## config.mk

```make
export PLATFORM = sky130hd
export DESIGN_NAME = ip_packet_tx_wide
export DESIGN_NICKNAME = d
export VERILOG_FILES = /design/src/rtl/ip_tx_pkg.sv /design/src/rtl/ip_header_checksum_seq.sv /design/src/rtl/ip_packet_tx_wide.sv
export SDC_FILE = /design/constraint.sdc
export NUM_CORES = 1
export LEC_CHECK = 0
export ABC_AREA = 0
export CAP_MARGIN = 20
export CELL_PAD_IN_SITES_DETAIL_PLACEMENT = 0
export CELL_PAD_IN_SITES_GLOBAL_PLACEMENT = 1
export CORE_MARGIN = 2
export CORE_UTILIZATION = 41
export CTS_BUF_LIST = sky130_fd_sc_hd__clkbuf_2
export DETAILED_ROUTE_END_ITERATION = 8
export HOLD_SLACK_MARGIN = 0.1
export PLACE_DENSITY_LB_ADDON = 0.1
export RECOVER_POWER = 25
export SYNTH_ARGS = -nofsm -noshare
export SYNTH_HDL_FRONTEND = slang
export SYNTH_HIERARCHICAL = 1
export SYNTH_SLANG_ARGS = --single-unit
```

## constraint.sdc

```tcl
create_clock -name ACLK -period 17.7 [get_ports ACLK]
set_input_delay 4.425 -clock ACLK [delete_from_list [all_inputs] [get_ports ACLK]]
set_output_delay 4.425 -clock ACLK [all_outputs]
set_load 0.05 [all_outputs]
```

## src/rtl/ip_tx_pkg.sv

```systemverilog
// Shared constants and the FSM state type for the wide IPv4 transmitter.
package ip_tx_pkg;

  localparam logic [15:0] ETH_TYPE       = 16'h8000;
  localparam logic [7:0]  IP_VERSION_IHL = 8'h45;
  localparam logic [7:0]  IP_TTL         = 8'h80;
  localparam logic [7:0]  IP_PROTOCOL    = 8'h04;

  localparam int ETH_HDR_BYTES   = 14;
  localparam int IP_HDR_BYTES    = 20;
  localparam int MIN_FRAME_BYTES = 60;

  // Header words summed by the checksum, and the smallest payload that
  // still reaches the minimum frame size.
  localparam int CSUM_WORDS        = IP_HDR_BYTES / 2;
  localparam int HDR_BYTES         = ETH_HDR_BYTES + IP_HDR_BYTES;
  localparam int MIN_PAYLOAD_BYTES = MIN_FRAME_BYTES - HDR_BYTES;

  typedef enum logic [2:0] {
    ST_IDLE,
    ST_LATCH,
    ST_CSUM,
    ST_FOLD,
    ST_SEND
  } state_e;

endpackage

```

## src/rtl/ip_header_checksum_seq.sv

```systemverilog
// Sequential IPv4 header checksum: one 16-bit word per cycle into a
// 32-bit accumulator, then a single fold/invert cycle that raises done.
module ip_header_checksum_seq (
  input  logic        clk,
  input  logic        rst,
  input  logic        clear,
  input  logic        add,
  input  logic        fold,
  input  logic [15:0] word,
  output logic [15:0] csum,
  output logic        done
);

  logic [31:0] acc;
  logic [16:0] fold1;
  logic [15:0] fold2;

  // Two end-around folds; the second can never carry again.
  always_comb begin
    fold1 = {1'b0, acc[15:0]} + {1'b0, acc[31:16]};
    fold2 = fold1[15:0] + {15'd0, fold1[16]};
  end

  // Accumulate, then capture the inverted folded sum.
  always_ff @(posedge clk) begin
    if (rst) begin
      acc  <= '0;
      csum <= '0;
      done <= 1'b0;
    end else if (clear) begin
      acc  <= '0;
      done <= 1'b0;
    end else if (add) begin
      acc <= acc + {16'd0, word};
    end else if (fold) begin
      csum <= ~fold2;
      done <= 1'b1;
    end
  end

endmodule

```

## src/rtl/ip_packet_tx_wide.sv

```systemverilog
// Ethernet II + IPv4 frame transmitter with a DATA_BYTES-wide MAC stream.
// Optional feature macro: IP_TX_IDENT_COUNTER_EN (per-frame identification
// counter; when undefined the identification field is 0x0000).
//
// MAC stream handshake: a beat transfers on a rising edge where
// MAC_DATA_VALID and MAC_DATA_READY are both 1; while VALID=1 and READY=0
// the beat (DATA, KEEP, LAST) is held unchanged, and VALID never drops
// between the first and the LAST beat of a frame.
module ip_packet_tx_wide
  import ip_tx_pkg::*;
#(
  parameter int DATA_BYTES    = 1,
  parameter int PAYLOAD_BYTES = 2
) (
  input  logic                       ACLK,
  input  logic                       ARESET,
  input  logic [31:0]                ACCELERATOR_IP_ADDRESS,
  input  logic [47:0]                ACCELERATOR_MAC_ADDRESS,
  input  logic [31:0]                RECIPIENT_IP_ADDRESS,
  input  logic [47:0]                RECIPIENT_MAC_ADDRESS,
  input  logic [PAYLOAD_BYTES*8-1:0] RECIPIENT_MESSAGE,
  input  logic                       START_IP_TXN,
  output logic                       READY_FOR_SEND,
  output logic [DATA_BYTES*8-1:0]    MAC_DATA_OUT,
  output logic [DATA_BYTES-1:0]      MAC_DATA_KEEP,
  input  logic                       MAC_DATA_READY,
  output logic                       MAC_DATA_VALID,
  output logic                       MAC_DATA_LAST,
  output logic                       MAC_DATA_TUSER,
  output state_e                     fsm_state
);

  localparam int PADDED_BYTES = (PAYLOAD_BYTES > MIN_PAYLOAD_BYTES) ?
                                PAYLOAD_BYTES : MIN_PAYLOAD_BYTES;
  localparam int FRAME_BYTES  = HDR_BYTES + PADDED_BYTES;
  localparam int NUM_BEATS    = (FRAME_BYTES + DATA_BYTES - 1) / DATA_BYTES;
  localparam logic [15:0] IP_TOTAL_LEN = 16'(IP_HDR_BYTES + PADDED_BYTES);

  state_e                     state;
  logic [47:0]                dst_mac_q;
  logic [47:0]                src_mac_q;
  logic [31:0]                dst_ip_q;
  logic [31:0]                src_ip_q;
  logic [PAYLOAD_BYTES*8-1:0] msg_q;
  logic [3:0]                 word_idx;
  logic [15:0]                beat_idx;
  logic [15:0]                ident;
  logic [15:0]                csum_word;
  logic [15:0]                csum;
  logic                       csum_done;
  logic [DATA_BYTES*8-1:0]    beat_data;
  logic [DATA_BYTES-1:0]      beat_keep;
  logic                       beat_last;

  assign MAC_DATA_TUSER = 1'b0;
  assign fsm_state      = state;

`ifdef IP_TX_IDENT_COUNTER_EN
  logic frame_done;
  assign frame_done = (state == ST_SEND) && MAC_DATA_VALID &&
                      MAC_DATA_READY && MAC_DATA_LAST;

  // Identification advances once per completed frame.
  always_ff @(posedge ACLK) begin
    if (ARESET) ident <= 16'h0000;
    else if (frame_done) ident <= ident + 16'd1;
  end
`else
  assign ident = 16'h0000;
`endif

  // Select the header word being summed this cycle (checksum field as 0).
  always_comb begin
    csum_word = 16'h0000;
    case (word_idx)
      4'd0: csum_word = {IP_VERSION_IHL, 8'h00};
      4'd1: csum_word = IP_TOTAL_LEN;
      4'd2: csum_word = ident;
      4'd4: csum_word = {IP_TTL, IP_PROTOCOL};
      4'd6: csum_word = {src_ip_q[7:0], src_ip_q[15:8]};
      4'd7: csum_word = {src_ip_q[23:16], src_ip_q[31:24]};
      4'd8: csum_word = {dst_ip_q[7:0], dst_ip_q[15:8]};
      4'd9: csum_word = {dst_ip_q[23:16], dst_ip_q[31:24]};
      default: csum_word = 16'h0000;
    endcase
  end

  ip_header_checksum_seq u_csum (
    .clk   (ACLK),
    .rst   (ARESET),
    .clear (state == ST_LATCH),
    .add   (state == ST_CSUM),
    .fold  (state == ST_FOLD),
    .word  (csum_word),
    .csum  (csum),
    .done  (csum_done)
  );

  // Byte i of the frame from the latched request.
  function automatic logic [7:0] frame_byte(input int i);
    logic [7:0] b;
    b = 8'h00;
    if (i < 6)       b = dst_mac_q[8*i +: 8];
    else if (i < 12) b = src_mac_q[8*(i-6) +: 8];
    else if (i < 26) begin
      case (i)
        12: b = ETH_TYPE[15:8];
        13: b = ETH_TYPE[7:0];
        14: b = IP_VERSION_IHL;
        16: b = IP_TOTAL_LEN[15:8];
        17: b = IP_TOTAL_LEN[7:0];
        18: b = ident[15:8];
        19: b = ident[7:0];
        22: b = IP_TTL;
        23: b = IP_PROTOCOL;
        24: b = csum[15:8];
        25: b = csum[7:0];
        default: b = 8'h00;
      endcase
    end
    else if (i < 30) b = src_ip_q[8*(i-26) +: 8];
    else if (i < HDR_BYTES) b = dst_ip_q[8*(i-30) +: 8];
    else if (i < HDR_BYTES + PAYLOAD_BYTES)
      b = msg_q[8*(PAYLOAD_BYTES-1-(i-HDR_BYTES)) +: 8];
    return b;
  endfunction

  // Assemble the beat at beat_idx; lanes past the frame end stay zero.
  always_comb begin
    beat_data = '0;
    beat_keep = '0;
    for (int k = 0; k < DATA_BYTES; k++) begin
      if (int'(beat_idx) * DATA_BYTES + k < FRAME_BYTES) begin
        beat_keep[k]        = 1'b1;
        beat_data[8*k +: 8] = frame_byte(int'(beat_idx) * DATA_BYTES + k);
      end
    end
    beat_last = (beat_idx == 16'(NUM_BEATS - 1));
  end

  // Main FSM: latch request, sum header, fold, then stream beats.
  always_ff @(posedge ACLK) begin
    if (ARESET) begin
      state          <= ST_IDLE;
      READY_FOR_SEND <= 1'b1;
      MAC_DATA_VALID <= 1'b0;
      MAC_DATA_LAST  <= 1'b0;
      MAC_DATA_OUT   <= '0;
      MAC_DATA_KEEP  <= '0;
      word_idx       <= '0;
      beat_idx       <= '0;
    end else begin
      case (state)
        ST_IDLE: begin
          if (START_IP_TXN) begin
            src_ip_q       <= ACCELERATOR_IP_ADDRESS;
            src_mac_q      <= ACCELERATOR_MAC_ADDRESS;
            dst_ip_q       <= RECIPIENT_IP_ADDRESS;
            dst_mac_q      <= RECIPIENT_MAC_ADDRESS;
            msg_q          <= RECIPIENT_MESSAGE;
            READY_FOR_SEND <= 1'b0;
            state          <= ST_LATCH;
          end
        end
        ST_LATCH: begin
          word_idx <= '0;
          state    <= ST_CSUM;
        end
        ST_CSUM: begin
          word_idx <= word_idx + 4'd1;
          if (word_idx == 4'(CSUM_WORDS - 1)) state <= ST_FOLD;
        end
        ST_FOLD: begin
          beat_idx <= '0;
          state    <= ST_SEND;
        end
        ST_SEND: begin
          if (!MAC_DATA_VALID) begin
            if (csum_done) begin
              MAC_DATA_OUT   <= beat_data;
              MAC_DATA_KEEP  <= beat_keep;
              MAC_DATA_LAST  <= beat_last;
              MAC_DATA_VALID <= 1'b1;
              beat_idx       <= beat_idx + 16'd1;
            end
          end else if (MAC_DATA_READY) begin
            if (MAC_DATA_LAST) begin
              MAC_DATA_VALID <= 1'b0;
              MAC_DATA_LAST  <= 1'b0;
              MAC_DATA_OUT   <= '0;
              MAC_DATA_KEEP  <= '0;
              READY_FOR_SEND <= 1'b1;
              state          <= ST_IDLE;
            end else begin
              MAC_DATA_OUT  <= beat_data;
              MAC_DATA_KEEP <= beat_keep;
              MAC_DATA_LAST <= beat_last;
              beat_idx      <= beat_idx + 16'd1;
            end
          end
        end
        default: state <= ST_IDLE;
      endcase
    end
  end

endmodule

```

==> run summary, run 1 <==
outcome - completed
setup ws final - 10,840 ps
Async SR Flop Fraction - 0
Die Height - 183.6 µm
DP Area - 0.01553 mm²
Psw - 363.9 µW
Worst Path Required - 13,280 ps
Worst R2R Path Depth - 22
clock period minus worst slack - 6861 ps
RSZ-0062 raised after global routing - no
f_max - 0.1458 GHz
delay of the slowest critical-path stage - 900 ps
Total Power - 1.305 mW
Worst VDD drop - 0.03886 mV
sequential area share after synthesis - 0.5270
wire length per cell - 19.76 µm
HPWL Detailed - 25.91 mm
CP max stage cell - clkdlybuf4s50_1
final setup violation count - 0
critical path class - reg2out
Hold Crit Start - u_csum/csum[2]
Clock power frac - 0.335
Switching Fraction - 0.2788
synth top area cells - edfxtp_1 40%, dfxtp_1 13%, ha_1 4.2%
CP Launch Type - flop
Vias - 10,099
initial antenna violation count - 2
Seq pwr share - 0.546
All-Layer GR Usage - 0.2142
Clock Path Buffers - 3
Critical Path, Cell by Cell - clkdlybuf4s50_1
yosys warns - 6
Yosys top cell area share - 0.3998
Final GP Congestion - 0.8121
count leader, synth - edfxtp_1
Nets - 1,580
Finished Cell Area - 0.01618 mm²
normalized max-slew margin - 0.2401
Critical path buffers and inverters - 1
leak pwr - 5.790 nW
Synth area leader - edfxtp_1
Worst-Margin Slew - 1140 ps
layout cells sized above 1 - 0.1521
Rows - 65
final period utilization - 0.3876
pwr dens - 80.68 mW/mm²
Crit Reg-Reg Startpoint - u_csum/acc[16]
Arr. time, crit path - 2440 ps
Die X - 183.6 µm
final number of hold-violating endpoints - 0
post-synthesis average cell area - 11.70 µm²
DRC Markers - 0
TritonRoute pass-1 iters - 6
CP Max Fanout - 16
Post-DRT Antenna Nets - 0
Die Area - 0.03369 mm²
number of synthesized flops with an enable pin - 176
clock-pin slew on the worst setup and hold paths - 90 ps
DR iter-0 viols - 617
number of max-slew violations in the final report - 0
Yosys reg bits - 260
Hold WC Path Type - reg2reg
largest net degree at the start of global routing - 177
# resized after CTS - 0
Post-synth top cells - 176 x edfxtp_1, 95 x nor2_1, 84 x dfxtp_1
Syn Nets - 1,356
IO Port Bufs - 194
Clock Skews - 106.4 ps
clk_lat worst skew - 880 ps
Hold EP - u_csum/csum[2]
synth-to-layout area growth - 22.39%
CTS Root Cell - clkbuf_2
Register-to-Register Setup Slack - 12,770 ps
Post-Syn Area - 0.01322 mm²
crit end category - output port
routed wire length - 35.63 mm
vias per cell - 5.601
Comb pwr share - 0.118
Worst Setup SP - fsm_state[2]
Placement Setup Slack - 10,930 ps
library cells used by synthesis - 89
max_cap viols - 0
first-pass GRT wire length - 55.82 mm
setup TNS - 0 ps
cells after synthesis - 1,130
hold buffer count at cts - 0
Pint - 941.4 µW
Util after Layout - 0.5114
I/O Pins - 196
vias in the first global route - 10,151
core area - 0.03164 mm²
Initial Util - 0.4178
Fillers - 2,872
TritonCTS clock tree - yes
worst hold path depth - 2
Worst R2R End - u_csum/csum[15]
Main synth FF type - edfxtp_1
CTS sink count - 260
Top delay family on crit path - buffers and inverters
grt total ovfl - 0
CTS H-tree depth - 3
TritonCTS Buffers - 72
setup bufs post-CTS - 0
==> flip-flops by register name (all words and copies together) (netlist names), 4 cells and up <==
| name | cells |
|---|---|
| dst_mac_q | 48 |
| src_mac_q | 48 |
| dst_ip_q | 32 |
| src_ip_q | 32 |
| u_csum/acc | 32 |
| beat_idx | 16 |
| msg_q | 16 |
| u_csum/csum | 16 |
| MAC_DATA_OUT | 8 |
| word_idx | 4 |
==> worst max-delay path by stage <==
stage / slack (ps) / cells past startpoint / to
floorplan: 5540 / 3 / dst_ip_q[0]
global placement: 10920 / 5 / dst_ip_q[26]
detailed placement: 10930 / 5 / src_ip_q[4]
CTS: 10740 / 1 / fsm_state[2]
global route: 10670 / 1 / fsm_state[2]
finish: 10840 / 1 / fsm_state[2]
==> cell usage in the layout, fill, tap and decap left out, drive strengths merged, types with 10 or more instances in the layout <==
| cell | Yosys | routed |
|---|---|---|
| or3 | 10 | 10 |
| a22oi | 23 | 23 |
| nand4 | 24 | 24 |
| nor3 | 25 | 25 |
| a221oi | 17 | 17 |
| o211ai | 11 | 11 |
| clkdlybuf4s50 | 0 | 82 |
| nand3 | 25 | 25 |
| a21oi | 59 | 59 |
| buf | 22 | 10 |
| o21ai | 43 | 43 |
| inv | 23 | 27 |
| and3 | 16 | 16 |
| nor2b | 12 | 12 |
| clkbuf | 32 | 106 |
| nor4 | 13 | 13 |
| nand2 | 81 | 81 |
| o21a | 13 | 13 |
| xor2 | 21 | 21 |
| mux2 | 26 | 26 |
| mux4 | 24 | 24 |
| dfxtp | 84 | 84 |
| xnor2 | 28 | 28 |
| ha | 44 | 44 |
| mux2i | 18 | 18 |
| edfxtp | 176 | 176 |
| a211oi | 14 | 14 |
| dlygate4sd3 | 0 | 112 |
| a21o | 11 | 11 |
| nor2 | 96 | 96 |
| a31oi | 11 | 11 |
==> kinds of logic after synthesis <==
kind of cell / synth area share
buf+inv: 0.02537
mux: 0.07667
fa+ha+maj: 0.04468
flops: 0.5270
other cells: 0.0002837
simple gates: 0.1460
xor+xnor: 0.03417
compound gates: 0.1458
==> layout make-up <==
| type | instances | area, µm² | area share |
|---|---|---|---|
| antenna | 1 | 2.502 | 0.0001547 |
| clock buffer | 106 | 530.5 | 0.03279 |
| clock inverter | 14 | 113.9 | 0.007038 |
| inverter | 24 | 90.09 | 0.005568 |
| multi-input combinational | 792 | 5939 | 0.3671 |
| sequential | 260 | 6969 | 0.4308 |
| tap | 402 | 503.0 | 0.03109 |
| timing repair buffer | 204 | 2029 | 0.1254 |
==> power by group through the flow <==
stage	Clock (mW)	Combinational [mW]	Sequential [mW]
5_1_grt	0.485	0.168	0.718
6_report	0.438	0.154	0.713
3_5_place_dp	0	0.161	0.727
3_3_place_gp	0	0.160	0.726
4_1_cts	0.453	0.161	0.713
2_1_floorplan	0	0.0868	0.730
==> per-stage QoR <==
stage | hold WS (ps) | cells
global route | 469.7 | 1803
floorplan | 429.8 | 1130
finish | 457.0 | 1803
detailed placement | 450.7 | 1682
CTS | 462.3 | 1802
global placement | 439.4 | 1681
==> routing by layer <==
metal / global-route usage / routed length [µm] / share of wire
met5: 0 / 11 / 0.00031
met4: 0.06112 / 582 / 0.016
met3: 0.05349 / 2561 / 0.072
met2: 0.3324 / 15960 / 0.45
met1: 0.2979 / 16520 / 0.46
Note: power is estimated with default switching activity, not from simulation.
==> run 2: changes to the inputs <==
CORE_UTILIZATION = 45   (was 41)
clock period = 6.8 ns   (was 17.7 ns; I/O delays follow)
==> run 2 against run 1 <==
- wire length up 0.54%
- hold slack better by 2.5 ps
- largest cell class unchanged
- combinational power rose to 2.6 times the previous value
- critical path type is now reg2reg
- non-clock buffer count up 3
- clock power grew to 2.7 times the previous value
==> run summary, run 2 (synthesis gave the netlist of run 1 again) <==
outcome - completed
CTS sink count - 260
Finished Cell Area - 0.01622 mm²
clock-pin slew on the worst setup and hold paths - 100 ps
I/O Pins - 196
Final GP Congestion - 0.8278
Worst Path Required - 7520 ps
routed wire length - 35.82 mm
wire length per cell - 19.92 µm
Worst-Margin Slew - 1087 ps
Hold Crit Start - MAC_DATA_OUT[2]
TritonCTS Buffers - 71
grt total ovfl - 0
synth-to-layout area growth - 22.70%
CTS H-tree depth - 3
Die Area - 0.03076 mm²
DR iter-0 viols - 941
hold slack - 459.4 ps
vias per cell - 5.651
clk_lat worst skew - 860 ps
setup bufs post-CTS - 0
Arr. time, crit path - 5360 ps
final number of hold-violating endpoints - 0
largest registers - dst_mac_q (48), src_mac_q (48)
All-Layer GR Usage - 0.2362
HPWL Detailed - 26.45 mm
Total Power - 3.438 mW
pwr dens - 212.0 mW/mm²
Worst R2R Path Depth - 22
most common cell after layout, fill and taps aside - edfxtp_1
Rows - 62
Worst VDD drop - 0.1609 mV
Clock Skews - 98.28 ps
layout cells sized above 1 - 0.1565
DR top layer - met4
fin cells - 1,798
Hold EP - MAC_DATA_OUT[2]
f_max - 0.2152 GHz
Worst R2R End - u_csum/csum[15]
first-pass GRT wire length - 56.23 mm
met3 wire length - 2.632 mm
Hold WC Path Type - reg2reg
final setup violation count - 0
hold buffer count at cts - 0
Clock Path Buffers - 3
core area - 0.02878 mm²
wire length on met1 - 16.26 mm
IO Port Bufs - 194
final period utilization - 0.6834
TritonCTS clock tree - yes
DP Area - 0.01552 mm²
number of max-slew violations in the final report - 0
clock period minus worst slack - 4647 ps
RSZ-0062 raised after global routing - no
Nets - 1,582
largest net degree at the start of global routing - 83
Crit Reg-Reg Startpoint - u_csum/acc[16]
CTS Root Cell - clkbuf_2
Die X - 175.4 µm
Die Height - 175.4 µm
Post-DRT Antenna Nets - 0
Placement Setup Slack - 2201 ps
vias in the first global route - 10,167
Vias - 10,160
Register-to-Register Setup Slack - 2150 ps
normalized max-slew margin - 0.2753
met2 wire length - 16.18 mm
setup ws final - 2153 ps
CP Max Fanout - 5
CP Launch Type - flop
Initial Util - 0.4593
DRC Markers - 0
leak pwr - 5.827 nW
# resized after CTS - 0
TritonRoute pass-1 iters - 6
max_cap viols - 0
initial antenna violation count - 2
crit end category - flop
most frequent cells in the layout - 176 x edfxtp_1, 112 x dlygate4sd3_1, 106 x clkbuf_2
critical path class - reg2reg
worst hold path depth - 2
Inst Count DP - 1,666
==> run 2: cell types whose count changed in the layout (fill, tap and decap cells not counted), sizes merged <==
cell | before | now
clkinv | 9 | 18
buf | 10 | 13
diode | 1 | 2
==> run 2: worst max-delay path, cell delays in order, from the launching register on <==
cell and delay, ps:
dfxtp_1 430, ha_1 240, inv_1 70, fa_1 390
and2b_1 240, o211ai_2 110, a311oi_4 360, o211ai_1 160
nand2b_1 130, a21oi_1 70, nor2_1 80, o21ai_0 110
nand2b_1 140, ha_1 140, nor2b_1 200, nand2_1 110
nor3_1 270, nand4_1 180, nor3_2 240, nand3_1 210
nor4_1 350, o21bai_2 190, nand3_1 80
==> run 2: power by group <==
| part | switching [mW] | internal, mW | leakage, nW |
|---|---|---|---|
| clock | 0.697 | 0.471 | 0.515 |
| sequential | 0.0574 | 1.81 | 2.31 |
| combinational | 0.223 | 0.183 | 3.00 |
==> run 2: routing by layer <==
layer	GRT usage	up-vias
met5	0	-
met4	0.06806	0
met3	0.05801	60
met2	0.3656	383
met1	0.3304	4842
li1	-	4875
==> run 2: how the worst max path moves through the flow <==
stage	startpoint	endpoint	slack, ps	cells after the start
after detailed placement	u_csum/acc[16]	u_csum/csum[15]	2200	22
after global routing	u_csum/acc[16]	u_csum/csum[15]	1470	22
final	u_csum/acc[16]	u_csum/csum[15]	2150	22
after floorplan	ARESET	dst_ip_q[0]	-100	3
after global placement	u_csum/acc[16]	u_csum/csum[15]	2360	22
after CTS	u_csum/acc[16]	u_csum/csum[15]	2130	22
==> run 2: stage by stage <==
step                utilization  TNS [ps]
floorplan                     -    -17800
global placement         0.5393         0
detailed placement       0.5393         0
CTS                      0.5631         0
global route             0.5636         0
finish                   0.5636         0
==> run 2: final cells by class <==
class | instances | area, µm²
well taps | 384 | 480.5
multi-input cells | 792 | 5951
repair buffers | 207 | 2039
clock inverters | 23 | 153.9
fillers | 2516 | 12560
clock buffers | 106 | 530.5
inverters | 24 | 90.09
diodes | 2 | 5.005
flip-flops and latches | 260 | 6969
==> run 3: changes to the inputs <==
clock period = 4.6 ns   (was 6.8 ns; I/O delays follow)
==> run 3 against run 2 <==
- combinational power up 51%
- sequential power is 48% higher
- power grew 47%
- clock-buffer cell count unchanged
- via count grew 0.18%
- clock skew up 35 ps
- sequential cell count is the same
- final area rose by 0.73%
- setup slack worse by 1800 ps
- sequential share of layout area is 0.29 points lower
==> run summary, run 3 (synthesis gave the netlist of run 1 again) <==
TritonCTS Buffers - 71
Die X - 175.4 µm
clock-pin slew on the worst setup and hold paths - 100 ps
largest net degree at the start of global routing - 110
clk_lat worst skew - 890 ps
HPWL Detailed - 26.77 mm
Initial Util - 0.4593
Post-DRT Antenna Nets - 0
max_cap viols - 0
Worst Path Required - 5260 ps
IO Port Bufs - 194
first-pass GRT wire length - 57.38 mm
initial antenna violation count - 3
vias per cell - 5.642
delay of the slowest critical-path stage - 390 ps
Vias - 10,178
RSZ-0062 raised after global routing - no
I/O Pins - 196
All-Layer GR Usage - 0.2403
layout cells sized above 1 - 0.1694
TritonRoute pass-1 iters - 6
CTS sink count - 260
Final GP Congestion - 0.8543
Arr. time, crit path - 4930 ps
pwr dens - 308.3 mW/mm²
Clock Path Buffers - 3
leak pwr - 5.878 nW
CTS Root Cell - clkbuf_2
final period utilization - 0.9286
Inst Count DP - 1,676
Nets - 1,594
vias in the first global route - 10,420
Total Power - 5.037 mW
hold slack - 460.4 ps
core area - 0.02878 mm²
fin cells - 1,804
Worst-Margin Slew - 859.8 ps
CTS H-tree depth - 3
Rows - 62
final number of hold-violating endpoints - 0
CP max stage cell - fa_1
CP Max Fanout - 5
Hold WC Path Type - reg2reg
most frequent cells in the layout - 176 x edfxtp_1, 112 x dlygate4sd3_1, 106 x clkbuf_2
Worst VDD drop - 0.2165 mV
largest registers - dst_mac_q (48), src_mac_q (48)
wire length per cell - 20.07 µm
number of max-slew violations in the final report - 0
DRC Markers - 0
Die Height - 175.4 µm
outcome - completed
routed wire length - 36.21 mm
synth-to-layout area growth - 23.59%
Clock Skews - 133.4 ps
Critical Path, Cell by Cell - ha_2, inv_1, fa_1, and2b_1, o211ai_2, a311oi_4, o211ai_1, nand2b_1, a21oi_1, nor2_1, o21ai_0, nand2b_1, ha_1, nor2b_2, nand2_1, nor3_2, nand4_1, nor3_4, nand3_2, or3_1, nand3_1, a21oi_1
normalized max-slew margin - 0.4260
DP Area - 0.01562 mm²
final setup violation count - 0
CP Launch Type - flop
crit end category - flop
Finished Cell Area - 0.01634 mm²
TritonCTS clock tree - yes
DR iter-0 viols - 869
critical path class - reg2reg
f_max - 0.2341 GHz
grt total ovfl - 0
clock period minus worst slack - 4272 ps
most common cell after layout, fill and taps aside - edfxtp_1
Die Area - 0.03076 mm²
run 3: layer usage:
layer	part of all wire	track usage
met4	0.022	0.08403
met2	0.46	0.3727
met5	0	0
met3	0.066	0.05455
met1	0.46	0.3326
run 3: report_power, final:
part	internal [mW]	switching (mW)
combinational	0.278	0.334
sequential	2.67	0.0837
clock	0.681	0.993
total	3.63	1.41
run 3: worst max-delay path, delay by kind of cell (launching register included):
kind                     cells  cell delay, ps
AO/OA/AOI/OAI                6             770
adder cells (fa/ha/maj)      3             750
flip-flops                   1             360
AND/OR/NAND/NOR             12            2150
buffers and inverters        1              50
run 3: path summary, 6_finish.rpt:
kind / startpoint / end / slack, ps / cells past startpoint
worst min-delay path: u_csum/csum[4] / u_csum/csum[4] / 460 / 2
worst min register to register: u_csum/csum[4] / u_csum/csum[4] / 460 / 2
worst max-delay path: u_csum/acc[0] / u_csum/csum[11] / 330 / 22
worst max register to register: u_csum/acc[0] / u_csum/csum[11] / 330 / 22
run 3: repair_timing:
item                       in CTS  in global routing
setup endpoints to repair       0                  7
gates resized for setup         0                 10
setup buffers                   0                  2
hold buffers                    0                  0
run 3: area by class of cell:
cell class              count  area [µm²]
fillers                  2505       12440
flip-flops and latches    260        6972
multi-input cells         792        5987
repair buffers            219        2152
clock buffers             106       530.5
well taps                 384       480.5
clock inverters            16       117.6
inverters                  24       90.09
diodes                      3       7.507
run 3: stage by stage:
step,util,setup slack [ps],TNS (ps)
after global routing,0.5676,4.243,0
final,0.5676,328.4,0
after global placement,0.5428,267.4,0
after detailed placement,0.5428,138.4,0
after floorplan,-,-1751,-308200
after CTS,0.5653,122.8,0
